==> src/rtl/sym_eval_pipe.sv <==
// ---------------------------------------------------------------------------
// sym_eval_pipe
//
// Two-stage pipelined evaluator for totally symmetric Boolean functions.
// The result for an N-bit vector x depends only on popcount(x):
//     y0 = mask[popcount(x)]
// The acceptance mask is runtime-programmable. Its reset value 'h078
// reproduces the classic 9sym function, which is true for popcount 3..6.
//
// Pipeline
//   S1 : partial popcounts of the lower and upper halves of x. Also holds
//        a private copy of the mask sampled in the accept cycle.
//   S2 : count = lo + hi, y0 = mask_copy[count]
//
// Optional feature (macro SYM_EVAL_HIT_CNT_EN)
//   Adds hit_clr (in) and hit_cnt[31:0] (out). hit_cnt is a saturating
//   count of delivered transactions whose y0 is 1. When hit_clr and an
//   increment occur in the same cycle, the clear takes priority.
//
// Ports
//   clk        in   1     clock, rising edge
//   rst        in   1     synchronous active-high reset
//   in_valid   in   1     x is valid
//   in_ready   out  1     block accepts x this cycle
//                         (combinational from out_ready)
//   x          in   N     input vector
//   cfg_we     in   1     load cfg_mask into the mask register
//   cfg_mask   in   N+1   new acceptance mask
//   mask_q     out  N+1   current mask register
//   out_valid  out  1     y0/count valid
//   out_ready  in   1     downstream accepts the result
//   y0         out  1     mask[popcount(x)]
//   count      out  CW    popcount(x)
// ---------------------------------------------------------------------------
module sym_eval_pipe #(
    parameter int         N            = 9,
    parameter int         CW           = $clog2(N + 1),
    parameter logic [N:0] DEFAULT_MASK = (N + 1)'('h078)
) (
    input  logic          clk,
    input  logic          rst,
    input  logic          in_valid,
    output logic          in_ready,
    input  logic [N-1:0]  x,
    input  logic          cfg_we,
    input  logic [N:0]    cfg_mask,
    output logic [N:0]    mask_q,
    output logic          out_valid,
    input  logic          out_ready,
    output logic          y0,
    output logic [CW-1:0] count
`ifdef SYM_EVAL_HIT_CNT_EN
    ,
    input  logic          hit_clr,
    output logic [31:0]   hit_cnt
`endif
);

    // Lower half has floor(N/2) bits; for odd N the upper half gets the
    // extra bit.
    localparam int LO = N / 2;

    logic [N:0]    r_mask;

    logic          r_s1_valid;
    logic [CW-1:0] r_s1_cnt_lo;
    logic [CW-1:0] r_s1_cnt_hi;
    logic [N:0]    r_s1_mask;

    logic          r_s2_valid;
    logic [CW-1:0] r_count;
    logic          r_y0;

    logic          w_s1_adv;
    logic          w_s2_adv;
    logic [CW-1:0] w_cnt_lo;
    logic [CW-1:0] w_cnt_hi;
    logic [CW-1:0] w_sum;

    // Partial popcounts. CW bits each is ample, because either half holds
    // at most N ones.
    always_comb begin
        w_cnt_lo = '0;
        w_cnt_hi = '0;
        for (int i = 0; i < LO; i++) begin
            w_cnt_lo = w_cnt_lo + CW'(x[i]);
        end
        for (int i = LO; i < N; i++) begin
            w_cnt_hi = w_cnt_hi + CW'(x[i]);
        end
    end

    // The sum of the two partials is at most N, so it cannot overflow CW
    // bits.
    assign w_sum = r_s1_cnt_lo + r_s1_cnt_hi;

    // A stage may load when it is empty or its content moves on this cycle.
    // There is no skid buffer. As a result, in_ready depends
    // combinationally on out_ready through both stages. In exchange, a
    // full pipeline drains and refills in the same cycle without a bubble.
    assign w_s2_adv = !r_s2_valid || out_ready;
    assign w_s1_adv = !r_s1_valid || w_s2_adv;
    assign in_ready = w_s1_adv;

    always_ff @(posedge clk) begin
        if (rst) begin
            r_mask      <= DEFAULT_MASK;
            r_s1_valid  <= 1'b0;
            r_s1_cnt_lo <= '0;
            r_s1_cnt_hi <= '0;
            r_s1_mask   <= DEFAULT_MASK;
            r_s2_valid  <= 1'b0;
            r_count     <= '0;
            r_y0        <= 1'b0;
        end else begin
            // Mask writes are independent of backpressure. An accept in the
            // same cycle captures the old r_mask below.
            if (cfg_we) begin
                r_mask <= cfg_mask;
            end

            if (w_s1_adv) begin
                r_s1_valid <= in_valid;
                if (in_valid) begin
                    r_s1_cnt_lo <= w_cnt_lo;
                    r_s1_cnt_hi <= w_cnt_hi;
                    r_s1_mask   <= r_mask;
                end
            end

            // Data registers load only on real transactions, so y0/count
            // keep their last delivered values while the stage is empty.
            if (w_s2_adv) begin
                r_s2_valid <= r_s1_valid;
                if (r_s1_valid) begin
                    r_count <= w_sum;
                    r_y0    <= r_s1_mask[w_sum];
                end
            end
        end
    end

    assign mask_q    = r_mask;
    assign out_valid = r_s2_valid;
    assign y0        = r_y0;
    assign count     = r_count;

`ifdef SYM_EVAL_HIT_CNT_EN
    logic [31:0] r_hit_cnt;

    always_ff @(posedge clk) begin
        if (rst) begin
            r_hit_cnt <= '0;
        end else if (hit_clr) begin
            r_hit_cnt <= '0;
        end else if (r_s2_valid && out_ready && r_y0 && (r_hit_cnt != 32'hFFFF_FFFF)) begin
            r_hit_cnt <= r_hit_cnt + 32'd1;
        end
    end

    assign hit_cnt = r_hit_cnt;
`endif

endmodule

==> config.mk <==
export PLATFORM = sky130hd
export DESIGN_NAME = sym_eval_pipe
export DESIGN_NICKNAME = d
export VERILOG_FILES = /design/src/rtl/sym_eval_pipe.sv
export SDC_FILE = /design/constraint.sdc
export NUM_CORES = 1
export LEC_CHECK = 0
export CORE_MARGIN = 2
export CORE_UTILIZATION = 35
export DETAILED_ROUTE_END_ITERATION = 8
export PLACE_DENSITY = 0.72
export RECOVER_POWER = 50
export SLEW_MARGIN = 30
export SYNTH_ARGS = -nofsm -noshare
export SYNTH_HDL_FRONTEND = slang
export SYNTH_SLANG_ARGS = --single-unit
==> constraint.sdc <==
create_clock -name clk -period 2 [get_ports clk]
set_input_delay 0.3 -clock clk [delete_from_list [all_inputs] [get_ports clk]]
set_output_delay 0.3 -clock clk [all_outputs]
set_load 0.02 [all_outputs]
# Yosys cells after proc, flatten, opt, wreduce, memory -nomap -nowiden
# Index checks and enable logic that the tools add are counted.
[totals] ff_bits=35 inputBits=24 out_inout_bits=17 wordCells=25
[classes] add_sub_neg=8 magnitude_cmp=1 mux=2 reduce_logical=6
[ops] cell="$add 3x1->4" count=2
[ops] cell="$add 2x1->3" count=2
[ops] cell="$lt 4x5->1 const B" count=1
[ops] cell="$add 1x1->2" count=2
[ops] cell="$add 4x1->4" count=1
[ops] cell="$add 4x4->4" count=1
[ops] cell="$bmux 1 s4" count=1
[ops] cell="$reduce_and 2->1" count=2
[ops] cell="$logic_not 1->1" count=2
[ops] cell="$logic_or 1x1->1" count=2
[ops] cell="$mux 1" count=1

# Logic depth before layout (Yosys ltp)
# Gate-level depths: netlist of the first run.
[logic_depth] depth_word=4 mapped_depth=7 mapped_depth_nobuf=7

# Worst setup path after synthesis of the first run
# No wires, ideal clock.
[synth_path] path_kind="register to register" start="reg r_s1_cnt_lo[0]" end="reg r_y0 (netlist: y0)" setup_ns=0.129 arrival_ns=1.671 required_time_ns=1.871 setup_slack_ns=0.200 path_stages_with_launch=7 n_path_buf=0 synth_period_minus_slack_ns=1.800 cell_sequence="dfxtp_1 ha_1 fa_1 mux4_1 mux2_2 nand2_1 a21oi_1"
[synth_between] elab_chain_len=3
[synth_rtl] item="start: declaration" line_no="66" source="logic [CW-1:0] r_s1_cnt_lo;"
[synth_rtl] item="start signal: assignment" line_no="125" source="r_s1_cnt_lo <= w_cnt_lo;"
[synth_rtl] item="$add 4x4->4" line_no="95" source="assign w_sum = r_s1_cnt_lo + r_s1_cnt_hi;"
[synth_rtl] item="via w_sum[1]" line_no="78" source="logic [CW-1:0] w_sum;"
[synth_rtl] item="$bmux 1 s4" line_no="137" source="r_y0 <= r_s1_mask[w_sum];"
[synth_rtl] item="$mux 1 (not written as such)" line_no="137"
[synth_rtl] item="end signal: assignment" line_no="137"
[synth_rtl] item="end: declaration" line_no="72" source="logic r_y0;"
# The timed path passes the listed nets, and every way through them passes these cells. The select of a mux whose other input is x is not followed.
# A chain may end at the register's enable or synchronous reset.

# Final worst setup path of the first run
[layout_path] start="in out_ready" end="out in_ready"
[layout_between] elab_chain_len=2
[layout_rtl] item="start: declaration" line_no="49" source="input logic out_ready,"
[layout_rtl] item="$logic_or 1x1->1" line_no="101" source="assign w_s2_adv = !r_s2_valid || out_ready;"
[layout_rtl] item="$logic_or 1x1->1" line_no="102" source="assign w_s1_adv = !r_s1_valid || w_s2_adv;"
[layout_rtl] item="end: declaration" line_no="43" source="output logic in_ready,"
# Every way passes these cells.

==> flow_summary.ini, run 1 <==
[clock_network]
cts_tree = done
cts.clk_slew.worst_paths_ns = 0.06
clockRootBuffer = clkbuf_8
numCtsBuffers = 5
clock_sinks = 33
h-tree-depth = 2
clock_latency_ns = 0.28
cts-hold-fix-buffers = 0
clk_path_buf_depth = 2

[synthesis]
synth_area_leader_cell = dfxtp_1
syn_area_sq_um = 1450
yosysUniqueCellTypes = 23
avgSynthCellArea_sq_um = 9.27
syn_nets = 190
ys_seq_area_share_pct = 45.7
synth_most_common_cell = nand2_1
synth_edf_count = 0
syn_inst = 156
synth_top_area_share_pct = 45.7
yosysWarnings = 0
ys_top_cells_by_area = dfxtp_1 (46%), nand2_1 (10%), a21oi_1 (5.9%)
synth_commonest_cells = nand2_1 (39), dfxtp_1 (33), a21oi_1 (17)
ys.flop_type = dfxtp_1
synth-async-reset-ratio_pct = 0
synth-seq-cells = 33

[run_status]
status = finished clean

[timing]
rsz0062_at_grt = no
hold_viol_final = 0
setup_slack_ns = 0.0982
setup_tns_ns = 0
min_period_ns = 1.90
fin_worst_skew_ns = 0.00481
finalCritPeriodShare_pct = 95.1
finalMaxSlewViolations = 0
fmax_ghz = 0.526
slew_headroom_pct = 49.5
setup_viol = 0
tightest_slew_ns = 0.758

[global_routing]
grt_max_degree = 17
grtUsageTotal_pct = 13.0
antenna_found_initial = 0
grt-ovfl-total = 0
grt_pass1_vias = 1109
grt_pass1_wl_um = 4510

[critical_path]
critPathMaxFanout = 3
startpoint = out_ready
r2r_start = r_s1_cnt_lo[0]
cp.arrival_ns = 1.60
critPathLaunchType = input port
critPathRequiredTime_ns = 1.70
endpoint_kind = output pin
r2r_cells = 6
ff2ff_setup_slack_ns = 0.1
r2r-end = y0
critPathKind = input port to output pin

[placement]
io_buffers = 40
dp.cells = 243
pre_cts_ws_ns = -0.156
dp_hpwl_um = 2050
place_congestion = 0.779

[final_layout]
diodes = 0
seq_area_sq_um = 661
drive_above_1_share_pct = 7.88
area_growth_syn_to_layout_pct = 39.9
fin_cells = 253
fin_nets = 236
num-fill-cells = 379
multi_input_area_sq_um = 742

[detailed_routing]
drt_iter0_markers = 61
via_per_inst = 4.70
firstDrtPassIters = 4
post_drt_wl_per_cell_um = 10.9
totalWireLength_um = 2760
antenna_left = 0
drcViolationCount = 0
vias = 1189

[power_and_ir_drop]
switchingPower_w = 0.000386
clkPwrFrac_pct = 34.5
seqPwrFrac_pct = 46.6
finalPower_w = 0.00156
switching_share_pct = 24.8
p_leak_nw = 0.856
p_int_w = 0.00117
combPwrFrac_pct = 18.9
vdd_drop_max_mv = 0.455
powerDensity_nw_per_um2 = 769

[worst_hold_path]
min-delay-start = r_s1_mask[1]
whs_path_depth = 2
hold_class = register to register
min_to = r_s1_mask[1]

[floorplan]
die_area_sq_um = 4660
core_area_sq_um = 4000
fp.dieW_um = 68.3
rows = 23
initial_core_util_pct = 36.2
pin_count = 41
die_h_um = 68.3

[run]
maxCapViolCount = 0
-- through the flow --
stage               util (%)  area, sq um  hold WS [ns]
detailed placement      47.6         1910         0.448
finish                  50.6         2020         0.453
global route            50.6         2020         0.468
global placement        47.6         1910         0.442
floorplan                  -         1450         0.399
CTS                     50.2         2010         0.458
-- cell families after synthesis --
family	after synthesis	synth area share (%)
flip-flops	33	45.7
AO/OA/AOI/OAI	23	9.52
AND/OR/NAND/NOR	67	20.8
multiplexers	10	9.26
adder cells (fa/ha/maj)	10	10.7
XOR/XNOR	1	0.606
buffers and inverters	12	3.37
-- cells in the final DEF, fill, tap and decap left out, types with 2 or more instances in the layout --
cell / Yosys / layout
clkdlybuf4s50_1: 0 / 30
nand3b_1: 5 / 5
clkbuf_8: 0 / 7
nor2_1: 11 / 11
nor3_1: 2 / 2
fa_1: 4 / 3
buf_4: 0 / 4
a211o_1: 4 / 4
ha_1: 6 / 5
a21oi_1: 17 / 17
inv_1: 6 / 6
mux4_1: 2 / 2
nor2b_1: 6 / 6
dfxtp_1: 33 / 33
nand2_1: 39 / 39
mux2i_1: 7 / 7
dlygate4sd3_1: 0 / 10
-- worst max-delay path, cell delays in order --
cell	delay, ns
dlygate4sd3_1	0.54
nand3b_1	0.20
clkdlybuf4s50_1	0.56
-- final cells by class --
class / count / area share [%]
multi-input cells: 111 / 36.7
flip-flops and latches: 33 / 32.7
repair buffers: 45 / 21.5
clock buffers: 7 / 4.76
well taps: 50 / 3.09
inverters: 6 / 1.11
clock inverters: 1 / 0.247
-- worst max path at each step --
stage                     end  slack [ns]  cells past startpoint
2_1_floorplan              y0        0.20                      6
3_3_place_gp   r_s1_cnt_hi[1]       -0.11                      6
3_5_place_dp   r_s1_cnt_hi[1]       -0.16                      6
4_1_cts                    y0        0.07                      6
5_1_grt                    y0        0.02                      6
6_report             in_ready         0.1                      3
-- timing repair --
item | in CTS | in global routing
resized for setup | 0 | 2
buffers inserted | 0 | 2
endpoints found under the setup margin | 0 | 1
-- power by group through the flow --
stage | registers [W] | clock network [W] | logic, W
global placement | 0.000740 | 0 | 0.000285
detailed placement | 0.000741 | 0 | 0.000288
CTS | 0.000726 | 0.000554 | 0.000290
floorplan | 0.000760 | 0 | 0.000142
global route | 0.000731 | 0.000591 | 0.000326
finish | 0.000725 | 0.000537 | 0.000294
-- sequential cells by signal, indices dropped and copies added (netlist names) --
name,cells
out_valid,1
y0,1
r_s1_valid,1
mask_q,10
r_s1_cnt_hi,3
count,4
r_s1_mask,10
r_s1_cnt_lo,3
-- layer usage --
metal | routed length [um] | share of wire (%) | vias up | track usage, %
li1 | - | - | 620 | -
met1 | 1240 | 45 | 538 | 14.9
met2 | 1310 | 48 | 24 | 22.1
met3 | 147 | 5.3 | 7 | 3.13
met4 | 58 | 2.1 | 0 | 7.25
met5 | 0 | 0 | - | 0
No activity file was read; power rests on OpenSTA's default activity.
==> run 2, diff against run 1 <==
--- a/config.mk
+++ b/config.mk
@@ -10,6 +10,7 @@
 export DETAILED_ROUTE_END_ITERATION = 8
 export PLACE_DENSITY = 0.72
 export RECOVER_POWER = 50
+export REMOVE_ABC_BUFFERS = 1
 export SLEW_MARGIN = 30
 export SYNTH_ARGS = -nofsm -noshare
 export SYNTH_HDL_FRONTEND = slang
==> run 2 against run 1 <==
Fmax decreased by 0.15%; non-clock buffer count shrank 1; via count about the same; cell count decreased by 0.40%; hold slack got worse by 0.0013 ns; critical endpoint unchanged.
==> flow_summary.ini, run 2 (same netlist as run 1, synthesis figures left out) <==
[run_status]
status = finished clean

[critical_path]
critPathKind = input port to output pin
critPathRequiredTime_ns = 1.70
cp.arrival_ns = 1.60
endpoint_kind = output pin
ff2ff_setup_slack_ns = 0.13
r2r_start = r_s1_cnt_lo[0]
critPathMaxFanout = 3
startpoint = out_ready
critPathLaunchType = input port

[clock_network]
numCtsBuffers = 5
cts.clk_slew.worst_paths_ns = 0.06
clock_latency_ns = 0.28
clock_sinks = 33
clk_path_buf_depth = 2
clockRootBuffer = clkbuf_8
cts_tree = done
h-tree-depth = 2

[global_routing]
grt_pass1_vias = 1132
antenna_found_initial = 0
grt-ovfl-total = 0
grtUsageTotal_pct = 14.8
grt_max_degree = 17
grt_pass1_wl_um = 4960

[final_layout]
drive_above_1_share_pct = 5.94
diodes = 0
layout_common_cells = nand2_1 (39), dfxtp_1 (33), clkdlybuf4s50_1 (28), a21oi_1 (17), dlygate4sd3_1 (12)
fin_cells = 252
final_common_cell = nand2_1
final_util_pct = 49.9
final_area_sq_um = 1990
fin_nets = 235
area_growth_syn_to_layout_pct = 37.9

[timing]
fin_worst_skew_ns = 0.00390
fmax_ghz = 0.525
finalCritPeriodShare_pct = 95.2
min_period_ns = 1.90
tightest_slew_ns = 0.739
hold_viol_final = 0
rsz0062_at_grt = no
setup_viol = 0
setup_slack_ns = 0.0954
finalMaxSlewViolations = 0
slew_headroom_pct = 50.7

[floorplan]
rows = 23
die_h_um = 68.3
pin_count = 41
initial_core_util_pct = 36.2
fp.dieW_um = 68.3
core_area_sq_um = 4000
die_area_sq_um = 4660

[detailed_routing]
firstDrtPassIters = 4
totalWireLength_um = 2810
drt_iter0_markers = 56
vias = 1190
via_per_inst = 4.72
post_drt_wl_per_cell_um = 11.2
drcViolationCount = 0
antenna_left = 0

[power_and_ir_drop]
powerDensity_nw_per_um2 = 740
finalPower_w = 0.00148
vdd_drop_max_mv = 0.340
p_leak_nw = 0.837

[placement]
io_buffers = 40
pre_cts_ws_ns = -0.134
placed_area_sq_um = 1910
place_congestion = 0.806
dp_hpwl_um = 2040
dp.cells = 244

[worst_hold_path]
min-delay-start = count[0]
hold_class = register to register

[run]
maxCapViolCount = 0
[run 2: cell count changes in the layout (fill, tap and decap cells not counted)]
cell	delta
clkdlybuf4s50_1	-2
clkbuf_8	-2
clkinv_2	-1
buf_4	-1
clkbuf_1	+3
dlygate4sd3_1	+2
[run 2: metal layers]
layer	track usage (%)	vias up	wire length [um]	share of wire (%)
li1	-	616	-	-
met1	18.1	531	1240	44
met2	22.7	36	1300	46
met3	4.77	7	215	7.6
met4	8.75	0	53	1.9
met5	0	-	0	0
[run 2: report_power, final]
| part | leakage (nW) | switching [W] | internal [W] |
|---|---|---|---|
| Combinational | 0.526 | 0.000131 | 0.000154 |
| Sequential | 0.272 | 0.0000270 | 0.000699 |
| Clock | 0.0395 | 0.000218 | 0.000247 |
[run 2: final timing paths]
kind                                  to  cells after the start
worst max-delay path            in_ready                      3
worst min-delay path            count[0]                      2
worst max register to register        y0                      6
worst min register to register  count[0]                      2
[run 2: final cells by class]
type	count	area, sq um
sequential	33	661
multi-input combinational	111	742
inverter	6	22.5
fill	400	2010
timing repair buffer	44	427
tap	50	62.6
clock buffer	8	80.1
[run 2: through the flow]
stage                     hold slack (ns)  setup TNS (ns)
after floorplan                     0.369               0
after global placement              0.439          -0.193
after detailed placement            0.449          -0.263
after CTS                           0.457               0
after global routing                0.482               0
final                               0.452               0
[run 2: worst max-delay path, stage by stage]
cell and delay [ns]:
dlygate4sd3_1 0.55, nand3b_1 0.19, clkdlybuf4s50_1 0.56
[run 2: repair_timing]
item,in CTS,in global routing
endpoints found under the setup margin,0,1
gates resized for setup,0,2
setup buffers,0,0
hold buffers,0,0
